===== src/rtl/serial_bus_rr.sv =====
`default_nettype none
// ============================================================================
// Module   : serial_bus_rr
// Purpose  : Round-robin arbiter that connects one of several serial masters
//            to a slave chosen by a serially shifted slave-select field.
// Revision : 1.0 - initial release
// ============================================================================

module serial_bus_rr #(
    parameter int NUM_MASTERS = 2,
    parameter int NUM_SLAVES  = 3,
    parameter int SEL_BITS    = 3,
    parameter int TIMEOUT     = 255
) (
    input  logic                   clk,
    input  logic                   rstn,
    input  logic [NUM_MASTERS-1:0] m_breq,
    input  logic [NUM_MASTERS-1:0] m_wdata,
    input  logic [NUM_MASTERS-1:0] m_wvalid,
    input  logic [NUM_MASTERS-1:0] m_mode,
    output logic [NUM_MASTERS-1:0] m_bgrant,
    output logic [NUM_MASTERS-1:0] m_ack,
    output logic [NUM_MASTERS-1:0] m_nack,
    output logic [NUM_MASTERS-1:0] m_timeout,
    output logic [NUM_MASTERS-1:0] m_rdata,
    output logic [NUM_MASTERS-1:0] m_rvalid,
    output logic                   s_wdata,
    output logic                   s_mode,
    output logic [NUM_SLAVES-1:0]  s_wvalid,
    input  logic [NUM_SLAVES-1:0]  s_rdata,
    input  logic [NUM_SLAVES-1:0]  s_rvalid,
    input  logic [NUM_SLAVES-1:0]  s_ready,
    output logic [SEL_BITS-1:0]    ssel,
    output logic                   bus_busy
);

    localparam int          c_midx_w  = (NUM_MASTERS > 1) ? $clog2(NUM_MASTERS) : 1;
    localparam int          c_cand_w  = c_midx_w + 1;
    localparam int          c_bcnt_w  = $clog2(SEL_BITS + 1);
    localparam logic [15:0] c_timeout = 16'(TIMEOUT);

    typedef enum logic [1:0] {
        ST_IDLE    = 2'd0,
        ST_DECODE  = 2'd1,
        ST_ACTIVE  = 2'd2,
        ST_RELEASE = 2'd3
    } state_t;

    state_t                 r_state;
    state_t                 w_state_nxt;

    logic [c_midx_w-1:0]    r_gidx;
    logic [c_midx_w-1:0]    r_last;
    logic [c_midx_w-1:0]    w_win;
    logic [c_midx_w-1:0]    w_gidx_nxt;
    logic [c_cand_w-1:0]    w_cand;
    logic                   w_found;

    logic [SEL_BITS-1:0]    r_sel;
    logic [SEL_BITS-1:0]    r_ssel;
    logic [SEL_BITS-1:0]    w_sel_shift;
    logic [c_bcnt_w-1:0]    r_bcnt;
    logic [15:0]            r_cnt;
    logic [15:0]            w_cnt_inc;

    logic [NUM_MASTERS-1:0] r_bgrant;
    logic [NUM_MASTERS-1:0] r_ack;
    logic [NUM_MASTERS-1:0] r_nack;
    logic [NUM_MASTERS-1:0] r_tmo;
    logic [NUM_MASTERS-1:0] w_g_onehot;
    logic [NUM_MASTERS-1:0] w_nxt_onehot;

    logic                   w_g_breq;
    logic                   w_g_wvalid;
    logic                   w_g_wdata;
    logic                   w_g_mode;
    logic                   w_s_rdata;
    logic                   w_s_rvalid;
    logic                   w_sel_ok;
    logic                   w_last_bit;
    logic                   w_activity;
    logic                   w_xfer;

    logic                   w_grant;
    logic                   w_shift;
    logic                   w_accept;
    logic                   w_reject;
    logic                   w_tmo;

    // Signals of the currently granted master
    always_comb begin
        w_g_breq   = 1'b0;
        w_g_wvalid = 1'b0;
        w_g_wdata  = 1'b0;
        w_g_mode   = 1'b0;
        for (int i = 0; i < NUM_MASTERS; i++) begin
            if (r_gidx == c_midx_w'(i)) begin
                w_g_breq   = m_breq[i];
                w_g_wvalid = m_wvalid[i];
                w_g_wdata  = m_wdata[i];
                w_g_mode   = m_mode[i];
            end
        end
    end

    // Signals of the selected slave
    always_comb begin
        w_s_rdata  = 1'b0;
        w_s_rvalid = 1'b0;
        for (int j = 0; j < NUM_SLAVES; j++) begin
            if (r_ssel == SEL_BITS'(j)) begin
                w_s_rdata  = s_rdata[j];
                w_s_rvalid = s_rvalid[j];
            end
        end
    end

    // Out-of-range indices never match a slave, so they naturally decode as not ready
    assign w_sel_shift = SEL_BITS'({r_sel, w_g_wdata});
    assign w_last_bit  = (r_bcnt == c_bcnt_w'(SEL_BITS - 1));

    always_comb begin
        w_sel_ok = 1'b0;
        for (int j = 0; j < NUM_SLAVES; j++) begin
            if (w_sel_shift == SEL_BITS'(j)) begin
                w_sel_ok = s_ready[j];
            end
        end
    end

    // Round-robin search starting one past the previous owner
    always_comb begin
        w_found = 1'b0;
        w_win   = '0;
        w_cand  = '0;
        for (int i = 1; i <= NUM_MASTERS; i++) begin
            w_cand = {1'b0, r_last} + c_cand_w'(i);
            if (w_cand >= c_cand_w'(NUM_MASTERS)) begin
                w_cand = w_cand - c_cand_w'(NUM_MASTERS);
            end
            for (int k = 0; k < NUM_MASTERS; k++) begin
                if (!w_found && (w_cand == c_cand_w'(k)) && m_breq[k]) begin
                    w_found = 1'b1;
                    w_win   = c_midx_w'(k);
                end
            end
        end
    end

    assign w_activity = w_g_wvalid | w_s_rvalid;
    assign w_cnt_inc  = r_cnt + 16'd1;

    always_ff @(posedge clk) begin
        if (!rstn) begin
            r_state <= ST_IDLE;
        end else begin
            r_state <= w_state_nxt;
        end
    end

    always_comb begin
        w_state_nxt = r_state;
        w_grant     = 1'b0;
        w_shift     = 1'b0;
        w_accept    = 1'b0;
        w_reject    = 1'b0;
        w_tmo       = 1'b0;
        case (r_state)
            ST_IDLE: begin
                if (w_found) begin
                    w_grant     = 1'b1;
                    w_state_nxt = ST_DECODE;
                end
            end
            ST_DECODE: begin
                if (!w_g_breq) begin
                    w_state_nxt = ST_RELEASE;
                end else if (w_g_wvalid) begin
                    w_shift = 1'b1;
                    if (w_last_bit) begin
                        if (w_sel_ok) begin
                            w_accept    = 1'b1;
                            w_state_nxt = ST_ACTIVE;
                        end else begin
                            w_reject    = 1'b1;
                            w_state_nxt = ST_RELEASE;
                        end
                    end
                end
            end
            ST_ACTIVE: begin
                // A request drop wins over a coincident timeout
                if (!w_g_breq) begin
                    w_state_nxt = ST_RELEASE;
                end else if (!w_activity && (w_cnt_inc == c_timeout)) begin
                    w_tmo       = 1'b1;
                    w_state_nxt = ST_RELEASE;
                end
            end
            ST_RELEASE: begin
                w_state_nxt = ST_IDLE;
            end
            default: begin
                w_state_nxt = ST_IDLE;
            end
        endcase
    end

    assign w_gidx_nxt = w_grant ? w_win : r_gidx;

    always_comb begin
        w_g_onehot   = '0;
        w_nxt_onehot = '0;
        for (int i = 0; i < NUM_MASTERS; i++) begin
            w_g_onehot[i]   = (r_gidx == c_midx_w'(i));
            w_nxt_onehot[i] = (w_gidx_nxt == c_midx_w'(i));
        end
    end

    always_ff @(posedge clk) begin
        if (!rstn) begin
            r_gidx   <= '0;
            r_last   <= c_midx_w'(NUM_MASTERS - 1);
            r_sel    <= '0;
            r_bcnt   <= '0;
            r_ssel   <= '0;
            r_cnt    <= '0;
            r_bgrant <= '0;
            r_ack    <= '0;
            r_nack   <= '0;
            r_tmo    <= '0;
        end else begin
            r_ack  <= w_accept ? w_g_onehot : '0;
            r_nack <= w_reject ? w_g_onehot : '0;
            r_tmo  <= w_tmo    ? w_g_onehot : '0;

            if (w_grant) begin
                r_gidx <= w_win;
                r_sel  <= '0;
                r_bcnt <= '0;
            end else if (w_shift) begin
                r_sel  <= w_sel_shift;
                r_bcnt <= r_bcnt + c_bcnt_w'(1);
            end

            if (w_accept) begin
                r_ssel <= w_sel_shift;
                r_cnt  <= '0;
            end else if (r_state == ST_ACTIVE) begin
                r_cnt  <= w_activity ? 16'd0 : w_cnt_inc;
            end

            if (w_state_nxt == ST_RELEASE) begin
                r_last <= r_gidx;
            end

            if ((w_state_nxt == ST_DECODE) || (w_state_nxt == ST_ACTIVE)) begin
                r_bgrant <= w_nxt_onehot;
            end else begin
                r_bgrant <= '0;
            end
        end
    end

    assign w_xfer    = (r_state == ST_DECODE) || (r_state == ST_ACTIVE);
    assign s_wdata   = w_xfer & w_g_wdata;
    assign s_mode    = w_xfer & w_g_mode;
    assign bus_busy  = (r_state != ST_IDLE);
    assign ssel      = r_ssel;
    assign m_bgrant  = r_bgrant;
    assign m_ack     = r_ack;
    assign m_nack    = r_nack;
    assign m_timeout = r_tmo;

    always_comb begin
        s_wvalid = '0;
        for (int j = 0; j < NUM_SLAVES; j++) begin
            s_wvalid[j] = (r_state == ST_ACTIVE) && (r_ssel == SEL_BITS'(j)) && w_g_wvalid;
        end
    end

    always_comb begin
        m_rdata  = '0;
        m_rvalid = '0;
        for (int i = 0; i < NUM_MASTERS; i++) begin
            m_rdata[i]  = (r_state == ST_ACTIVE) && w_g_onehot[i] && w_s_rdata;
            m_rvalid[i] = (r_state == ST_ACTIVE) && w_g_onehot[i] && w_s_rvalid;
        end
    end

endmodule

`default_nettype wire

===== config.mk =====
export PLATFORM = sky130hd
export DESIGN_NAME = serial_bus_rr
export DESIGN_NICKNAME = d
export VERILOG_FILES = /design/src/rtl/serial_bus_rr.sv
export SDC_FILE = /design/constraint.sdc
export NUM_CORES = 1
export LEC_CHECK = 0
export CAP_MARGIN = 10
export CORE_MARGIN = 2
export CORE_UTILIZATION = 35
export DETAILED_ROUTE_END_ITERATION = 16
export HOLD_SLACK_MARGIN = 0.03
export PLACE_DENSITY_LB_ADDON = 0.05
export SKIP_CTS_REPAIR_TIMING = 1
export SYNTH_ARGS = -nofsm -noshare
export SYNTH_HDL_FRONTEND = slang
export SYNTH_SLANG_ARGS = --single-unit
export TNS_END_PERCENT = 100

===== constraint.sdc =====
create_clock -name clk -period 3.35 [get_ports clk]
set_clock_uncertainty 0.15 [all_clocks]
set_input_delay 0.67 -clock clk [delete_from_list [all_inputs] [get_ports clk]]
set_output_delay 0.67 -clock clk [all_outputs]
set_load 0.01 [all_outputs]

==> impl_summary.txt, run 1 <==
----------------------------------------------------
[Outcome]
  Outcome ... completed

[Worst setup path]
  Worst path max stage delay ... 560 ps
  Launch instance of the worst register-to-register path ... r_state[0]
  Ordered list of cells on the worst path ... clkdlybuf4s50_1 -> mux2_4 -> nand3_1 -> nor3_1 -> clkdlybuf4s50_1
  Critical path peak fanout ... 4
  Family with the most delay on the worst path ... buffers and inverters
  Worst path buffer plus inverter count ... 2
  Startpoint of the worst setup timing path ... m_wvalid[1]
  Critical Path Start Type ... primary input
  Kind of end point of the critical path ... output pin
  Critical Path Most Common Cell ... sky130_fd_sc_hd__clkdlybuf4s50_1
  Worst Path Required ... 2530 ps
  Signal arrival time at the worst endpoint ... 2190 ps
  Kind of critical path ... in -> out
  Capture point of the worst reg-to-reg path ... r_last
  Worst-path cell with the longest stage delay ... sky130_fd_sc_hd__clkdlybuf4s50_1
  Logic depth of the worst register-to-register path ... 11
  R2R Setup Slk ... 520 ps

[Global route]
  Met2 Use GR ... 0.263
  Most crowded layer after global routing ... met2
  Routing usage on met3 ... 0.0386
  First-pass GRT wire length ... 9250 microns
  Fraction of met1 tracks used by global routing ... 0.211
  Number of antenna violations at the first check in global routing ... 0
  Largest net degree at the start of global routing ... 18
  Aggregate global routing overflow ... 0
  Number of global-route vias before repair ... 1812
  Combined global-route utilization of all metal layers ... 0.162

[STA]
  Period Utilization, post-route ... 0.898
  Min cycle time layout ... 3010 ps
  Number of endpoints failing setup at the final stage ... 0
  Max-slew violation count ... 0
  Total negative setup slack ... 0 ps
  Fmax ... 332 MHz
  Unrepaired setup endpoints after global routing ... false
  Actual slew at the worst max-slew pin ... 538 ps
  Slew margin rel. ... 0.637
  Hold violation total from the final report ... 0

[Routing]
  Remaining antenna violation count ... 0
  Via count of the routed design ... 1996
  First-pass detailed-route iteration total ... 4
  Drt drc ... 0
  Initial detailed-routing violation count ... 74
  Average wire per standard cell ... 14.3 microns
  Ratio of routed vias to standard cells ... 5.24
  Final routed wirelength across all metal layers ... 5460 microns

[Min path]
  Worst hold path type ... reg -> reg
  Worst Min Path Start ... r_last
  Number of stages on the worst hold path ... 2
  Hold endpoint ... r_last

[Clock network]
  Clock Pin Slew Worst Setup and Hold Paths ... 70 ps
  Clk_lat worst skew ... 290 ps
  Library cell used as clock root buffer ... sky130_fd_sc_hd__clkbuf_8
  TritonCTS Buffers ... 5
  # clock sinks ... 35
  Deepest level of the CTS H-tree ... 2
  Clock tree from TritonCTS ... yes
  Number of buffers between clock root and the deepest sink ... 2

[Synthesis]
  Net count after synthesis ... 294
  Most frequent cell after synthesis ... sky130_fd_sc_hd__dfxtp_1
  Synth cell types ... 62
  Cells after Synth ... 266
  Total of flip-flops plus latches after synthesis ... 35
  Area fraction of the dominant cell type after synthesis ... 0.315
  Commonest cells post-synth ... sky130_fd_sc_hd__dfxtp_1 (35), sky130_fd_sc_hd__nand2_1 (25), sky130_fd_sc_hd__nor2_1 (24), sky130_fd_sc_hd__a21oi_1 (15), sky130_fd_sc_hd__nor3_1 (15)
  Post-synthesis instance area ... 2230 sq um
  YS warnings ... 0
  Sequential cell area fraction in the yosys report ... 0.315
  Largest cells by area after synthesis ... sky130_fd_sc_hd__dfxtp_1 (31%), sky130_fd_sc_hd__ha_1 (5.1%), sky130_fd_sc_hd__nand2_1 (4.2%)
  Number of enable-type register cells in the synthesized netlist ... 0
  Largest area contributor in the netlist ... sky130_fd_sc_hd__dfxtp_1
  Prevailing post-synth register cell ... sky130_fd_sc_hd__dfxtp_1
  Synth async-reset ratio ... 0
  Avg Cell Area, Syn ... 8.37 sq um

[Layout]
  Final design area excluding fillers ... 2760 sq um
  Final Net Count ... 331
  Fraction of layout instances using a drive strength above 1 ... 0.125
  Fill cell total of the finished layout ... 659
  Number of antenna diodes ... 0
  Synth-to-Final Area Change ... 23.9%

[Pwr]
  Worst IR drop on VDD ... 0.126 mV
  Combinational share of power ... 0.192
  Power density over the cells ... 349 nW/um^2
  Share of power burned in the clock network ... 0.356
  Fraction of power consumed by sequential logic ... 0.452
  Internal power summed over all cells ... 708 uW
  Leakage power of the design ... 0.000921 uW
  Power spent charging and discharging nets ... 256 uW
  Switch share ... 0.266

[Floorplanning]
  Die ar. ... 7020 sq um
  Core Area ... 6240 sq um
  Die Y-Extent ... 83.8 microns
  Floorplan die width ... 83.8 microns
  Total I/O pin count ... 40
  Starting utilization of the core area ... 0.357
  Number of rows created at floorplan ... 29

[Place]
  Final HPWL DP ... 4020 microns
  Global placer's final weighted congestion ... 0.800
  Total placed instance area ... 2660 sq um
  Count of buffers from port buffering ... 39

[Job]
  Max-cap viol count ... 0

----------------------------------------------------
## layer usage
layer | part of all wire | vias to the layer above
met4 | 0.014 | 0
met2 | 0.48 | 38
met5 | 0 | -
li1 | - | 1031
met1 | 0.47 | 921
met3 | 0.043 | 6
## sequential cells by signal, indices dropped and copies added (netlist names)
signal and cells:
r_cnt 16, ssel 3, r_last 1, r_state 2, m_ack 2, r_gidx 1, m_nack 2, m_bgrant 2
r_sel 2, m_timeout 2, r_bcnt 2
## worst reg2reg max path, delay by kind of cell, from the launching register on
family / cells / cell delay (ps)
mux: 1 / 180
buf+inv: 2 / 370
compound gates: 3 / 620
simple gates: 3 / 480
fa+ha+maj: 2 / 560
flops: 1 / 340
## cells by family (layout without fill, tap and decap cells)
logic type               Yosys count  count (layout)  synth area share
AND/OR/NAND/NOR                  118             118             0.290
AO/OA/AOI/OAI                     62              62             0.208
flip-flops                        35              35             0.315
buffers and inverters             26              64            0.0612
multiplexers                      10              10            0.0517
adder cells (fa/ha/maj)            9               9            0.0506
XOR/XNOR                           6               6            0.0236
## power by group through the flow
stage / logic (uW) / registers, uW / clock network (uW)
5_1_grt: 205 / 437 / 387
4_1_cts: 186 / 436 / 360
6_report: 185 / 436 / 343
3_3_place_gp: 187 / 446 / 0
2_1_floorplan: 113 / 445 / 0
3_5_place_dp: 185 / 446 / 0
## how the worst max path moves through the flow
stage / endpoint / slack (ps) / depth (start not counted)
after floorplan: r_last / 870 / 9
after CTS: s_wvalid[0] / 330 / 5
final: s_wvalid[1] / 340 / 5
after global routing: s_wvalid[0] / 270 / 5
after detailed placement: r_last / 210 / 10
after global placement: r_last / 230 / 10
## metrics by stage
step | util | setup slack [ps] | power [uW] | instances | hold slack, ps
5_1_grt | 0.442 | 268 | 1030 | 381 | 369
6_report | 0.442 | 341 | 964 | 381 | 322
2_1_floorplan | - | 867 | 557 | 266 | 291
3_3_place_gp | 0.426 | 228 | 632 | 373 | 313
3_5_place_dp | 0.426 | 213 | 631 | 373 | 307
4_1_cts | 0.442 | 333 | 983 | 381 | 328
## layout make-up
cell class,count,area [sq um],area share
multi-input combinational,205,1390,0.504
sequential,35,701,0.254
timing repair buffer,44,428,0.155
clock buffer,8,100,0.0363
tap,77,96.3,0.0349
inverter,12,45.0,0.0163
## layout by cell type (no fill, tap or decap), types with 3 or more instances in the layout
| cell type | count |
|---|---|
| sky130_fd_sc_hd__nand3b_1 | 3 |
| sky130_fd_sc_hd__a311oi_2 | 5 |
| sky130_fd_sc_hd__dfxtp_1 | 35 |
| sky130_fd_sc_hd__ha_1 | 9 |
| sky130_fd_sc_hd__a21oi_1 | 15 |
| sky130_fd_sc_hd__xnor2_1 | 5 |
| sky130_fd_sc_hd__o21ai_1 | 6 |
| sky130_fd_sc_hd__o21ai_0 | 10 |
| sky130_fd_sc_hd__buf_4 | 5 |
| sky130_fd_sc_hd__nor2b_1 | 4 |
| sky130_fd_sc_hd__nand4_1 | 4 |
| sky130_fd_sc_hd__inv_1 | 12 |
| sky130_fd_sc_hd__and3_1 | 4 |
| sky130_fd_sc_hd__nand3_1 | 14 |
| sky130_fd_sc_hd__clkbuf_8 | 7 |
| sky130_fd_sc_hd__and2_1 | 5 |
| sky130_fd_sc_hd__nand2_1 | 25 |
| sky130_fd_sc_hd__a31oi_1 | 5 |
| sky130_fd_sc_hd__clkdlybuf4s50_1 | 39 |
| sky130_fd_sc_hd__nor2_1 | 24 |
| sky130_fd_sc_hd__mux2i_1 | 6 |
| sky130_fd_sc_hd__nor3_1 | 15 |
Note: power is estimated with default switching activity, not from simulation.
==> inputs of run 2 (changes only) <==
- CORE_MARGIN: 2 -> default
==> run 2 against run 1 <==
  * Die area is 4.7% lower
  * First-iteration DRC count is 9.5% higher
  * Clock-buffer cell count is 2 lower
  * Clock power is 10% lower
  * Wire length is 1.6% higher
  * Critical path type unchanged
  * Largest power group unchanged
  * Highest routed layer unchanged
==> impl_summary.txt, run 2 (same netlist as run 1, synthesis figures left out) <==
----------------------------------------------------
[Outcome]
  Outcome ... completed

[Routing]
  Ratio of routed vias to standard cells ... 5.26
  First-pass detailed-route iteration total ... 4
  Initial detailed-routing violation count ... 81
  Via count of the routed design ... 1997
  Final routed wirelength across all metal layers ... 5550 microns
  Remaining antenna violation count ... 0
  Average wire per standard cell ... 14.6 microns
  Drt drc ... 0

[Layout]
  Fraction of layout instances using a drive strength above 1 ... 0.128
  Largest register by flop count ... r_cnt
  Most frequent standard cell in the layout excluding fill and tap cells ... sky130_fd_sc_hd__clkdlybuf4s50_1
  Fill cell total of the finished layout ... 613
  Max FFs per register ... 16
  Finished Core Util ... 0.456
  Final Net Count ... 332
  Number of antenna diodes ... 0
  Synth-to-Final Area Change ... 23.5%
  Leading cell types in the layout, fill and taps excluded ... sky130_fd_sc_hd__clkdlybuf4s50_1 (39), sky130_fd_sc_hd__dfxtp_1 (35), sky130_fd_sc_hd__nand2_1 (25), sky130_fd_sc_hd__nor2_1 (24)

[Worst setup path]
  Critical Path Start Type ... primary input
  Kind of end point of the critical path ... output pin
  Startpoint of the worst setup timing path ... m_wvalid[1]
  Worst Path Required ... 2530 ps
  Launch instance of the worst register-to-register path ... r_state[0]
  R2R Setup Slk ... 470 ps
  Capture point of the worst reg-to-reg path ... r_last
  Worst-path cell with the longest stage delay ... sky130_fd_sc_hd__clkdlybuf4s50_1
  Critical Path Most Common Cell ... sky130_fd_sc_hd__clkdlybuf4s50_1
  Logic depth of the worst register-to-register path ... 11
  Worst path max stage delay ... 570 ps
  Ordered list of cells on the worst path ... clkdlybuf4s50_1 -> mux2_4 -> nand3_1 -> nor3_1 -> clkdlybuf4s50_1
  Kind of critical path ... in -> out
  Signal arrival time at the worst endpoint ... 2170 ps
  Critical path peak fanout ... 4
  Crit path capture ... s_wvalid[1]

[Place]
  Global placer's final weighted congestion ... 0.805
  Count of buffers from port buffering ... 39
  Final HPWL DP ... 4020 microns

[Min path]
  Worst hold path type ... reg -> reg
  Number of stages on the worst hold path ... 2

[Job]
  Max-cap viol count ... 0

[Clock network]
  TritonCTS Buffers ... 5
  Deepest level of the CTS H-tree ... 2
  Number of buffers between clock root and the deepest sink ... 2
  Clock Pin Slew Worst Setup and Hold Paths ... 70 ps
  Clk_lat worst skew ... 290 ps
  Clock tree from TritonCTS ... yes
  # clock sinks ... 35
  Library cell used as clock root buffer ... sky130_fd_sc_hd__clkbuf_8

[Global route]
  Combined global-route utilization of all metal layers ... 0.180
  Largest net degree at the start of global routing ... 17
  First-pass GRT wire length ... 8990 microns
  Number of global-route vias before repair ... 1818
  Aggregate global routing overflow ... 0
  Number of antenna violations at the first check in global routing ... 0

[Pwr]
  Switch share ... 0.283
  Power density over the cells ... 338 nW/um^2
  Power spent charging and discharging nets ... 264 uW
  Share of power burned in the clock network ... 0.330
  Internal power summed over all cells ... 666 uW
  Fraction of power consumed by sequential logic ... 0.467
  Total power draw ... 930 uW
  Combinational share of power ... 0.203
  Leakage power of the design ... 0.000915 uW
  Worst IR drop on VDD ... 0.158 mV

[STA]
  Hold violation total from the final report ... 0
  Total negative setup slack ... 0 ps
  Number of endpoints failing setup at the final stage ... 0
  Fmax ... 335 MHz
  Slew margin rel. ... 0.678
  Max-slew violation count ... 0
  Unrepaired setup endpoints after global routing ... false
  Actual slew at the worst max-slew pin ... 482 ps
  Period Utilization, post-route ... 0.892
  Min cycle time layout ... 2990 ps

[Floorplanning]
  Floorplan die width ... 81.8 microns
  Total I/O pin count ... 40
  Starting utilization of the core area ... 0.370
  Die ar. ... 6690 sq um
  Core Area ... 6030 sq um
  Number of rows created at floorplan ... 28
  Die Y-Extent ... 81.8 microns

----------------------------------------------------
## run 2: changes by cell type in the layout (fill, tap and decap cells not counted), sizes merged
cell / change
clkbuf: -2
buf: +1
clkinv: +1
clkinvlp: +1
## run 2: power by group through the flow
| stage | Combinational [uW] | Clock (uW) | Sequential [uW] |
|---|---|---|---|
| floorplan | 113 | 0 | 445 |
| global placement | 191 | 0 | 445 |
| detailed placement | 188 | 0 | 444 |
| CTS | 191 | 319 | 434 |
| global route | 209 | 344 | 436 |
| finish | 189 | 307 | 434 |
## run 2: how the worst min path moves through the flow
stage                 from      to
CTS                 r_last  r_last
global route        r_last  r_last
floorplan           r_last  r_last
finish              r_last  r_last
detailed placement  r_last  r_last
global placement    r_last  r_last
## run 2: layout make-up
type | count | area [sq um] | area share
Timing Repair Buffer | 45 | 435 | 0.158
Inverter | 12 | 45.0 | 0.0164
Tap cell | 75 | 93.8 | 0.0341
Clock inverter | 2 | 12.5 | 0.00455
Sequential cell | 35 | 701 | 0.255
Clock buffer | 6 | 72.6 | 0.0264
Multi-Input combinational cell | 205 | 1390 | 0.505
## run 2: worst max-delay path: cells and delay by family
family,cells,cell delay [ps]
buffers and inverters,2,1020
and+or+nand+nor,2,300
muxes,1,170
## run 2: through the flow
stage | setup WS [ps] | hold slack (ps) | instance area (sq um) | cells
after floorplan | 867 | 291 | 2230 | 266
after global placement | 272 | 320 | 2670 | 372
final | 361 | 345 | 2750 | 380
after detailed placement | 252 | 321 | 2670 | 372
after CTS | 342 | 341 | 2750 | 380
after global routing | 219 | 379 | 2750 | 380
## run 2: layer usage
metal	vias to the layer above	routed length (microns)	track usage
li1	1036	-	-
met1	912	2580	0.227
met2	44	2640	0.293
met3	5	274	0.0500
met4	0	54	0.0561
met5	-	0	0
==> inputs of run 3 (changes only) <==
- REMOVE_ABC_BUFFERS: default -> 1
==> run 3 against run 2 <==
  * Power grew 0.86%
  * Worst setup slack gained 7.1 ps
  * Sequential power about the same
  * Highest routed layer unchanged
==> impl_summary.txt, run 3 (same netlist as run 1, synthesis figures left out) <==
----------------------------------------------------
[Outcome]
  Outcome ... completed

[Layout]
  Post-Layout Cell Count ... 380
  Leading cell types in the layout, fill and taps excluded ... sky130_fd_sc_hd__clkdlybuf4s50_1 (39), sky130_fd_sc_hd__dfxtp_1 (35), sky130_fd_sc_hd__nand2_1 (25), sky130_fd_sc_hd__nor2_1 (24)
  Largest register by flop count ... r_cnt
  Max FFs per register ... 16
  Final Net Count ... 333
  Fill cell total of the finished layout ... 623
  Synth-to-Final Area Change ... 23.9%
  Number of antenna diodes ... 0
  Final design area excluding fillers ... 2760 sq um
  Most frequent standard cell in the layout excluding fill and tap cells ... sky130_fd_sc_hd__clkdlybuf4s50_1
  Fraction of layout instances using a drive strength above 1 ... 0.131

[Routing]
  Drt drc ... 0
  Initial detailed-routing violation count ... 54
  Final routed wirelength across all metal layers ... 5420 microns
  Ratio of routed vias to standard cells ... 5.23
  Remaining antenna violation count ... 0
  Average wire per standard cell ... 14.3 microns
  First-pass detailed-route iteration total ... 4
  Via count of the routed design ... 1987

[Worst setup path]
  Launch instance of the worst register-to-register path ... r_cnt[0]
  Worst Path Required ... 2530 ps
  Critical Path Start Type ... primary input
  Signal arrival time at the worst endpoint ... 2160 ps
  Critical path peak fanout ... 4
  Kind of critical path ... in -> out
  R2R Setup Slk ... 580 ps
  Kind of end point of the critical path ... output pin
  Logic depth of the worst register-to-register path ... 10
  Capture point of the worst reg-to-reg path ... r_last

[Floorplanning]
  Floorplan die width ... 81.8 microns
  Die ar. ... 6690 sq um
  Core Area ... 6030 sq um
  Starting utilization of the core area ... 0.370
  Total I/O pin count ... 40
  Die Y-Extent ... 81.8 microns
  Number of rows created at floorplan ... 28

[Place]
  Total placed instance area ... 2670 sq um
  Global placer's final weighted congestion ... 0.782
  Cell count after placement ... 373
  Final HPWL DP ... 3990 microns
  Count of buffers from port buffering ... 39

[Global route]
  Aggregate global routing overflow ... 0
  Largest net degree at the start of global routing ... 17
  First-pass GRT wire length ... 8790 microns
  Combined global-route utilization of all metal layers ... 0.174
  Number of antenna violations at the first check in global routing ... 0
  Number of global-route vias before repair ... 1883

[Clock network]
  # clock sinks ... 35
  Clock tree from TritonCTS ... yes
  Clk_lat worst skew ... 290 ps
  Library cell used as clock root buffer ... sky130_fd_sc_hd__clkbuf_8
  Number of buffers between clock root and the deepest sink ... 2
  Clock Pin Slew Worst Setup and Hold Paths ... 70 ps
  TritonCTS Buffers ... 5
  Deepest level of the CTS H-tree ... 2

[STA]
  Slew margin rel. ... 0.633
  Max-slew violation count ... 0
  Actual slew at the worst max-slew pin ... 543 ps
  Min cycle time layout ... 2980 ps
  Total negative setup slack ... 0 ps
  Hold violation total from the final report ... 0
  Number of endpoints failing setup at the final stage ... 0
  Fmax ... 335 MHz
  Period Utilization, post-route ... 0.890
  Hold_ws ... 344 ps
  Unrepaired setup endpoints after global routing ... false

[Min path]
  Worst Min Path Start ... r_bcnt[1]
  Hold endpoint ... r_bcnt[1]
  Worst hold path type ... reg -> reg
  Number of stages on the worst hold path ... 2

[Job]
  Max-cap viol count ... 0

[Pwr]
  Share of power burned in the clock network ... 0.335
  Fraction of power consumed by sequential logic ... 0.464
  Worst IR drop on VDD ... 0.161 mV
  Power spent charging and discharging nets ... 255 uW
  Total power draw ... 938 uW
  Switch share ... 0.272
  Internal power summed over all cells ... 683 uW
  Combinational share of power ... 0.201
  Power density over the cells ... 340 nW/um^2
  Leakage power of the design ... 0.000926 uW

----------------------------------------------------
run 3: cell type report:
cell class | instances | area (sq um) | share of cell area
multi-input combinational | 205 | 1390 | 0.504
clock inverter | 1 | 5.00 | 0.00181
clock buffer | 6 | 82.6 | 0.0299
inverter | 12 | 45.0 | 0.0163
timing repair buffer | 46 | 443 | 0.160
tap | 75 | 93.8 | 0.0340
sequential | 35 | 701 | 0.254
run 3: routing by layer:
layer / up-vias / wire length, microns / track usage
met1: 919 / 2660 / 0.215
li1: 1037 / - / -
met4: 0 / 65 / 0.0579
met2: 26 / 2510 / 0.296
met3: 5 / 183 / 0.0389
met5: - / 0 / 0
run 3: how the worst max path moves through the flow:
stage | startpoint | to
2_1_floorplan | r_state[0] | r_last
6_report | m_wvalid[0] | s_wvalid[1]
5_1_grt | s_rvalid[1] | m_rvalid[0]
3_5_place_dp | m_wdata[1] | r_last
3_3_place_gp | m_wdata[0] | r_last
4_1_cts | m_wvalid[0] | s_wvalid[0]
run 3: stage by stage:
step | worst slack, ps | util
after detailed placement | 236 | 0.444
after global placement | 271 | 0.444
after global routing | 246 | 0.458
after floorplan | 694 | -
final | 368 | 0.458
after CTS | 349 | 0.458
run 3: critical path, stage by stage:
cell,delay [ps]
sky130_fd_sc_hd__clkdlybuf4s50_1,460
sky130_fd_sc_hd__mux2_4,170
sky130_fd_sc_hd__nand3_1,130
sky130_fd_sc_hd__nor3_1,160
sky130_fd_sc_hd__clkdlybuf4s50_1,570
run 3: power by group through the flow:
stage          Combinational, uW  Clock (uW)  Sequential [uW]
3_3_place_gp                 189           0              445
3_5_place_dp                 188           0              445
5_1_grt                      208         340              436
4_1_cts                      190         329              435
6_report                     188         315              435
2_1_floorplan                104           0              447
